[config.mk]
export PLATFORM = sky130hd
export DESIGN_NAME = ellipse_pixel_writer
export DESIGN_NICKNAME = d
export VERILOG_FILES = /design/src/rtl/ellipse_pixel_writer.sv
export SDC_FILE = /design/constraint.sdc
export NUM_CORES = 1
export LEC_CHECK = 0
export CAP_MARGIN = 20
export CELL_PAD_IN_SITES_DETAIL_PLACEMENT = 0
export CELL_PAD_IN_SITES_GLOBAL_PLACEMENT = 2
export CORE_MARGIN = 4
export CORE_UTILIZATION = 33
export CTS_CLUSTER_DIAMETER = 120
export DETAILED_ROUTE_END_ITERATION = 12
export PLACE_DENSITY = 0.84
export SYNTH_ARGS = -nofsm -noshare
export SYNTH_HDL_FRONTEND = slang
export SYNTH_SLANG_ARGS = --single-unit
export TNS_END_PERCENT = 1
[constraint.sdc]
create_clock -name clk -period 5.9 [get_ports clk]
set_input_delay 1.18 -clock clk [delete_from_list [all_inputs] [get_ports clk]]
set_output_delay 1.18 -clock clk [all_outputs]
set_load 0.02 [all_outputs]
[src/rtl/ellipse_pixel_writer.sv]
// Expands one first-quadrant ellipse point into its four mirrored pixels,
// drops axis duplicates, clips to the raster and issues frame-buffer writes.
module ellipse_pixel_writer #(
  parameter int H_RES   = 640,
  parameter int V_RES   = 480,
  parameter int ADDR_W  = 19,
  parameter int COLOR_W = 8
) (
  input  logic               clk,
  input  logic               rst_,
  input  logic               pt_valid,
  output logic               pt_ready,
  input  logic [9:0]         pt_x,
  input  logic [9:0]         pt_y,
  input  logic               pt_last,
  input  logic [9:0]         x0_in,
  input  logic [9:0]         y0_in,
  input  logic [COLOR_W-1:0] color_in,
  output logic               fb_we,
  input  logic               fb_ready,
  output logic [ADDR_W-1:0]  fb_addr,
  output logic [COLOR_W-1:0] fb_data,
  output logic               busy,
  output logic               done
);

  typedef enum logic {IDLE, EMIT} state_e;

  state_e             state_q, state_d;
  logic [1:0]         q_q, q_d;
  logic [9:0]         x_q, x_d, y_q, y_d, x0_q, x0_d, y0_q, y0_d;
  logic [COLOR_W-1:0] color_q, color_d;
  logic               last_q, last_d;
  logic               done_q, done_d;

  logic               x_neg, y_neg, suppress, advance;
  logic [11:0]        px, py;

  // Quadrants 1,2 mirror x; quadrants 2,3 mirror y.
  always_comb begin
    x_neg = q_q[0] ^ q_q[1];
    y_neg = q_q[1];
    px = x_neg ? ({2'b00, x0_q} - {2'b00, x_q}) : ({2'b00, x0_q} + {2'b00, x_q});
    py = y_neg ? ({2'b00, y0_q} - {2'b00, y_q}) : ({2'b00, y0_q} + {2'b00, y_q});
    suppress = (x_neg && (x_q == 10'd0)) || (y_neg && (y_q == 10'd0))
            || px[11] || (px[10:0] >= 11'(H_RES))
            || py[11] || (py[10:0] >= 11'(V_RES));
    fb_addr = ADDR_W'(py[10:0]) * ADDR_W'(H_RES) + ADDR_W'(px[10:0]);
    fb_data = color_q;
  end

  // NOTE: every signal driven here gets a default first so no latch is inferred.
  always_comb begin
    state_d  = state_q;
    q_d      = q_q;
    x_d      = x_q;
    y_d      = y_q;
    x0_d     = x0_q;
    y0_d     = y0_q;
    color_d  = color_q;
    last_d   = last_q;
    done_d   = 1'b0;
    pt_ready = 1'b0;
    busy     = 1'b0;
    fb_we    = 1'b0;
    advance  = 1'b0;
    unique case (state_q)
      IDLE: begin
        pt_ready = 1'b1;
        if (pt_valid) begin
          x_d     = pt_x;
          y_d     = pt_y;
          x0_d    = x0_in;
          y0_d    = y0_in;
          color_d = color_in;
          last_d  = pt_last;
          q_d     = 2'd0;
          state_d = EMIT;
        end
      end
      EMIT: begin
        busy    = 1'b1;
        fb_we   = !suppress;
        advance = !fb_we || fb_ready;
        if (advance) begin
          q_d = q_q + 2'd1;
          if (q_q == 2'd3) begin
            state_d = IDLE;
            done_d  = last_q;
          end
        end
      end
      default: state_d = IDLE;
    endcase
  end

  assign done = done_q;

  // NOTE: sequential state uses non-blocking assignments only.
  always_ff @(posedge clk or negedge rst_) begin
    if (!rst_) begin
      state_q <= IDLE;
      q_q     <= 2'd0;
      x_q     <= '0;
      y_q     <= '0;
      x0_q    <= '0;
      y0_q    <= '0;
      color_q <= '0;
      last_q  <= 1'b0;
      done_q  <= 1'b0;
    end else begin
      state_q <= state_d;
      q_q     <= q_d;
      x_q     <= x_d;
      y_q     <= y_d;
      x0_q    <= x0_d;
      y0_q    <= y0_d;
      color_q <= color_d;
      last_q  <= last_d;
      done_q  <= done_d;
    end
  end

endmodule

==> results.txt, run 1 <==
----------------------------------------------------
[Status]
  Result of the run ... finished, final reports clean

[STA]
  Worst-case clock skew ... 0.00898 ns
  Maximum clock frequency ... about 170 MHz
  Share of the cycle needed by the critical path after routing ... 97.1%
  RSZ-0062 raised after global routing ... yes
  Worst slew slack as a fraction of its limit ... about two fifths
  Clock period minus final worst setup slack ... 5.73 ns
  Setup violations, final ... 0
  Final Hold Violating Endpoints ... 0
  Fin. max-slew vios ... 0
  TNS Setup ... 0 ns
  Pin slew with the least headroom to its limit ... about 0.91 ns

[Logic synthesis]
  Top flip-flop cell by instance count after synthesis ... dfrtp_1
  Count of distinct cell types in the synthesized netlist ... 58
  Post-Syn Instances ... 510
  Proportion of netlist area held by the largest area contributor ... 28.8%
  Synthesized cell area ... approximately 4600 sq um
  Cell type with the largest total area after synthesis ... dfrtp_1
  Most area-consuming cells after synthesis ... dfrtp_1 29%, ha_1 17%, mux2_2 6.8%
  Post-synthesis area per instance ... around 9.0 sq um
  Synthesized flop and latch total ... 53
  Fraction of registers with async set/reset ... 100%
  Number of synthesized flops with an enable pin ... 0
  Proportion of synthesized chip area in sequential cells ... 28.8%
  Syn nets ... approximately 630
  Yosys warnings ... 0

[Clocking]
  Clock Path Buffers ... 2
  Insertion delay of the later-clocked pin in the worst-skew pair ... 0.30 ns
  Number of buffers created by CTS ... 5
  Clock Pin Slew Worst Setup and Hold Paths ... 0.07 ns
  TritonCTS clock tree ... yes
  Maximum level of the CTS H-tree ... 2
  CTS Root Buffer Type ... clkbuf_16
  Clock Sinks ... 53
  Hold buffers post-CTS ... 0

[Global route]
  GRT Total Usage ... between 10% and 20%
  Via count of the first global-routing pass ... 3944
  Maximum number of pins on one net before global-route repair ... between 50 and 60
  Congestion Overflow GR ... 0
  Global-route wire length before repair ... slightly below 20000 um
  Initial antenna violation count ... 0

[Cells and area]
  Share of cells above drive strength 1 ... 11.4%
  Final cell count without fillers ... between 700 and 800
  Final net count ... between 700 and 800
  Commonest cells after routing, fill and taps aside ... 79 x clkdlybuf4s50_1, 62 x ha_1, 53 x dfrtp_1, 50 x inv_1, 37 x o21ai_0
  Sequential cell area ... 1330 sq um
  Area grow syn2layout ... 26.4%
  Antenna Diode Count ... 0
  Post-layout utilization of the core ... a little over two fifths
  Area of combinational cells with multiple inputs ... 3030 sq um
  Layout filler cell count ... about 1400
  Most common library cell in the layout ignoring fill and taps ... clkdlybuf4s50_1

[Worst hold path]
  Classification of the worst-slack hold path ... reg -> reg
  WHS Endpoint ... fb_data[1]
  Worst hold path startpoint ... fb_data[1]
  Hold Path Cell Cnt ... 1

[Routing]
  Wire per inst ... roughly 15 um
  Number of nets still failing antenna checks after routing ... 0
  Drt first-iter violations ... around 180
  Via count ... between 3000 and 4000
  Final wirelength ... 11500 um
  Detail-routed via count per cell ... 4.99
  DRC ... 0
  First-pass DRT Iterations ... 5

[Worst setup path]
  Type of the worst setup path ... reg -> out
  Type of destination of the critical path ... primary output
  Setup crit start kind ... register
  Worst flop-to-flop path startpoint ... y_q[1]
  Series of cell instances along the critical path ... inv_1 > ha_1 > inv_1 > fa_1 > a211oi_2 > nor2_1 > or4_1 > o311ai_0 > xnor2_1 > ha_1 > ha_1 > a21oi_2 > buf_4 > xnor2_1 > nand3_1 > xnor2_1 > clkdlybuf4s50_1
  Required time of the critical path ... approximately 4.7 ns
  Worst R2R Path Depth ... 10
  R2r endpoint ... q_q[1]
  Max stage delay cell, worst path ... clkdlybuf4s50_1
  Register-to-register path setup slack ... about 2.6 ns
  Critical path arrival ... 4.55 ns
  Critical path peak fanout ... 3
  CP max stage delay ... roughly 0.61 ns

[Die]
  Ports placed on the boundary ... 84
  Effective utilization at floorplan ... 34.3%
  Row count ... 42
  Die ar. ... roughly 16000 sq um
  Height of the die ... 126 um
  Die width ... 126 um
  Core outline area ... about 13000 sq um

[Job]
  Max-capacitance violation count ... 0

[Placement]
  Last weighted congestion value of the routability-driven placer ... 0.846
  Estimated wirelength of the detail-placed design ... 9340 um
  Placed cell count ... 756
  IO buf count ... between 80 and 90

----------------------------------------------------
[per-stage QoR]
step / hold slack [ns] / setup slack, ns / cell area (sq um)
after floorplan: 0.473 / 0.722 / 4610
after global placement: 0.489 / 0.130 / 5630
after detailed placement: 0.496 / 0.0522 / 5630
after CTS: 0.512 / -0.00629 / 5810
after global routing: 0.534 / -0.119 / 5830
final: 0.505 / 0.168 / 5830
[cell families after synthesis]
| group | synth area share, % |
|---|---|
| xor gates and xnor gates | 6.08 |
| muxes | 7.60 |
| and+or+nand+nor | 13.4 |
| buffers and inverters | 6.08 |
| AOI/OAI and AO/OA | 18.6 |
| adders and majority gates | 19.4 |
| DFF | 28.8 |
[state kept, by name, indices dropped and copies added, names as in the netlist]
register / flops
state_q: 1
q_q: 2
y_q: 10
y0_q: 10
fb_data: 8
done: 1
last_q: 1
x0_q: 10
x_q: 10
[worst max-delay path by stage]
stage            start     endpoint
6_report       y0_q[0]  fb_addr[15]
4_1_cts        y0_q[0]  fb_addr[16]
2_1_floorplan  y0_q[0]  fb_addr[18]
3_5_place_dp   y0_q[0]  fb_addr[18]
3_3_place_gp   y0_q[0]  fb_addr[18]
5_1_grt        y0_q[0]  fb_addr[18]
[synthesized netlist by cell type, types with 2 or more instances]
library cell / number
ha_1: 62
dfrtp_1: 53
inv_1: 50
o21ai_0: 37
nand2_1: 36
nor2_1: 31
a21oi_1: 28
mux2_2: 28
xnor2_1: 20
clkbuf_1: 17
nand3_1: 12
xor2_1: 12
a211oi_1: 11
nand2b_1: 9
a21o_1: 8
nor2b_1: 7
fa_1: 6
nor3_1: 6
nor4_1: 6
and3_1: 5
nand4_1: 5
o21bai_1: 5
o21a_1: 4
o311ai_0: 4
o31ai_1: 4
a31oi_1: 3
o211ai_1: 3
a211o_1: 2
a221oi_1: 2
buf_2: 2
mux2i_1: 2
o41ai_1: 2
or2_2: 2
or3_1: 2
[routing by layer]
layer	global-route usage [%]	up-vias	part of all wire (%)
met2	23.3	86	45
met5	0	-	0
met1	20.6	1780	49
li1	-	1941	-
met3	3.13	9	5.2
met4	2.84	0	0.99
[worst max-delay path, delay by kind of cell, from the launching register on]
| family | cells | cell delay, ns |
|---|---|---|
| fa+ha+maj | 4 | 1.26 |
| xor+xnor | 3 | 0.62 |
| simple gates | 3 | 0.61 |
| flops | 1 | 0.38 |
| buf+inv | 4 | 0.89 |
| compound gates | 3 | 0.49 |
[cell type report]
type | instances | share of cell area, %
Timing Repair Buffer | 92 | 15.2
Clock buffer | 7 | 2.45
Clock inverter | 1 | 0.515
Sequential cell | 53 | 22.8
Multi-Input combinational cell | 385 | 52.0
Inverter | 51 | 3.29
Tap cell | 176 | 3.78
[what timing repair did]
item	in CTS	in global routing
buffers inserted	0	1
endpoints found under the setup margin	3	5
resized for setup	3	9
pin swaps	0	1
Power of run 1 is not shown: default switching activity piles up to over one toggle a cycle in this logic, so the estimate is an artifact.
==> run 2, diff against run 1 <==
--- a/config.mk
+++ b/config.mk
@@ -12,7 +12,7 @@
 export CORE_UTILIZATION = 33
 export CTS_CLUSTER_DIAMETER = 120
 export DETAILED_ROUTE_END_ITERATION = 12
-export PLACE_DENSITY = 0.84
+export PLACE_DENSITY_LB_ADDON = 0.1
 export SYNTH_ARGS = -nofsm -noshare
 export SYNTH_HDL_FRONTEND = slang
 export SYNTH_SLANG_ARGS = --single-unit
==> results.txt, run 2 (synthesis gave the netlist of run 1 again) <==
----------------------------------------------------
[Status]
  Result of the run ... finished, final reports clean

[STA]
  RSZ-0062 raised after global routing ... yes
  Pin slew with the least headroom to its limit ... 0.764 ns (-0.142 ns)
  Clock period minus final worst setup slack ... 5.63 ns (-0.103 ns)
  Worst slew slack as a fraction of its limit ... 48.4% (+9.0 points)
  Maximum clock frequency ... 178 MHz (+1.8%)
  Share of the cycle needed by the critical path after routing ... 95.4% (-1.7 points)
  Worst-case clock skew ... 0.00620 ns (-0.00279 ns)
  Setup violations, final ... 0 (unchanged)
  Final Hold Violating Endpoints ... 0 (unchanged)
  Fin. max-slew vios ... 0 (unchanged)

[Routing]
  First-pass DRT Iterations ... 4 (-1)
  Highest layer used for signal routing ... met4
  Length of routed met3 wiring ... 528 um (-12%)
  Number of nets still failing antenna checks after routing ... 0 (unchanged)
  Detail-routed via count per cell ... 5.00 (+0.31%)
  Met2 wire length ... 5510 um (+6.5%)
  Wire length on met1 ... 5420 um (-3.3%)
  Via count ... 3833 (+0.45%)
  Final wirelength ... 11600 um (+1.0%)
  Wire per inst ... 15.2 um (+0.88%)
  Drt first-iter violations ... 178 (-1.7%)
  DRC ... 0 (unchanged)

[Cells and area]
  Area grow syn2layout ... 26.1%
  Commonest cells after routing, fill and taps aside ... 78 x clkdlybuf4s50_1, 62 x ha_1, 53 x dfrtp_1, 49 x inv_1, 37 x o21ai_0
  Final net count ... 710 (+0.14%)
  Antenna Diode Count ... 0 (unchanged)
  Layout filler cell count ... 1391 (+1.8%)
  Post-layout utilization of the core ... 43.2% (-0.11 points)
  Most common library cell in the layout ignoring fill and taps ... clkdlybuf4s50_1
  Share of cells above drive strength 1 ... 11.5% (+0.15 points)

[Job]
  Max-capacitance violation count ... 0 (unchanged)

[Placement]
  IO buf count ... 83 (unchanged)
  Last weighted congestion value of the routability-driven placer ... 0.835 (-1.4%)
  Estimated wirelength of the detail-placed design ... 9390 um (+0.52%)

[Clocking]
  Clock Sinks ... 53 (unchanged)
  Clock Path Buffers ... 2 (unchanged)
  Clock Pin Slew Worst Setup and Hold Paths ... 0.08 ns (about the same)
  Hold buffers post-CTS ... 0 (unchanged)
  Maximum level of the CTS H-tree ... 2 (unchanged)
  TritonCTS clock tree ... yes
  Number of buffers created by CTS ... 5 (unchanged)
  Insertion delay of the later-clocked pin in the worst-skew pair ... 0.30 ns (about the same)
  CTS Root Buffer Type ... clkbuf_16

[Die]
  Effective utilization at floorplan ... 34.3% (unchanged)
  Height of the die ... 126 um (unchanged)
  Die width ... 126 um (unchanged)
  Core outline area ... 13500 sq um (unchanged)
  Die ar. ... 15900 sq um (unchanged)
  Ports placed on the boundary ... 84 (unchanged)
  Row count ... 42 (unchanged)

[Worst setup path]
  Kind of cell with the highest combined delay on the critical path ... adder cells
  Required time of the critical path ... 4.72 ns (about the same)
  CP max stage delay ... 0.41 ns (-0.20 ns)
  Cell type with the highest occurrence count on the critical path ... ha_1
  Max stage delay cell, worst path ... dfrtp_1
  Crit path buffers/inverters ... 2 (-2)
  Setup crit start kind ... register
  Type of the worst setup path ... reg -> out
  Critical path arrival ... 4.45 ns (-0.10 ns)
  Register-to-register path setup slack ... 2.56 ns (-0.03 ns)
  Type of destination of the critical path ... primary output
  Series of cell instances along the critical path ... ha_1 > inv_1 > fa_1 > o21ba_2 > nor4_1 > o21ai_0 > a31oi_1 > xnor2_1 > ha_1 > ha_1 > nand2_1 > o211ai_1 > xor2_1 > nand2_1 > nor2_1 > xor2_1 > dlygate4sd2_1
  Critical path peak fanout ... 5 (+2)

[Global route]
  Global-route wire length before repair ... 20000 um (+2.1%)
  Maximum number of pins on one net before global-route repair ... 54 (unchanged)
  Via count of the first global-routing pass ... 4051 (+2.7%)
  Congestion Overflow GR ... 0 (unchanged)
  Initial antenna violation count ... 0 (unchanged)
  GRT Total Usage ... 15.2% (+0.55 points)

[Worst hold path]
  Classification of the worst-slack hold path ... reg -> reg

----------------------------------------------------
==> run 2: area by class of cell <==
| cell class | count | area, sq um | area share, % |
|---|---|---|---|
| clock buffer | 5 | 125 | 2.15 |
| clock inverter | 3 | 25.0 | 0.431 |
| inverter | 51 | 191 | 3.29 |
| multi-input combinational | 385 | 3020 | 52.0 |
| sequential | 53 | 1330 | 22.8 |
| tap | 176 | 220 | 3.79 |
| timing repair buffer | 93 | 900 | 15.5 |
==> run 2: through the flow <==
stage          hold slack, ns  TNS (ns)  worst slack (ns)  area, sq um  cells
6_report                0.509         0             0.271         5810    766
2_1_floorplan           0.473         0             0.722         4610    510
4_1_cts                 0.506         0           0.00650         5800    766
3_5_place_dp            0.488         0            0.0773         5650    758
3_3_place_gp            0.484         0             0.134         5650    758
5_1_grt                 0.520    -0.130           -0.0998         5810    766
==> run 2: final timing paths <==
kind | start | endpoint | cells past startpoint
hold reg to reg | fb_data[6] | fb_data[6] | 1
max in group asynchronous | rst_ | x0_q[6] | 2
setup / recovery | y_q[0] | fb_addr[17] | 17
setup reg to reg | y_q[0] | q_q[1] | 11
hold / removal | fb_data[6] | fb_data[6] | 1
min in group asynchronous | rst_ | fb_data[3] | 2
==> run 2: layer usage <==
| layer | vias to the layer above | track usage (%) |
|---|---|---|
| li1 | 1942 | - |
| met1 | 1813 | 20.2 |
| met2 | 67 | 25.0 |
| met3 | 11 | 3.56 |
| met4 | 0 | 3.79 |
| met5 | - | 0 |
==> run 2: timing repair <==
action / CTS / global route
buffers inserted: 0 / 0
resized for setup: 2 / 9
endpoints found under the setup margin: 2 / 5
pin swaps: 0 / 2
Power of run 2 is left out for the same reason.
==> run 3, diff against run 2 <==
--- a/config.mk
+++ b/config.mk
@@ -10,7 +10,7 @@
 export CELL_PAD_IN_SITES_GLOBAL_PLACEMENT = 2
 export CORE_MARGIN = 4
 export CORE_UTILIZATION = 33
-export CTS_CLUSTER_DIAMETER = 120
+export CTS_CLUSTER_DIAMETER = 50
 export DETAILED_ROUTE_END_ITERATION = 12
 export PLACE_DENSITY_LB_ADDON = 0.1
 export SYNTH_ARGS = -nofsm -noshare
==> results of run 3 <==
No change in the layout: final DEF, timing and power equal those of run 2.
Power of run 3 is left out for the same reason.
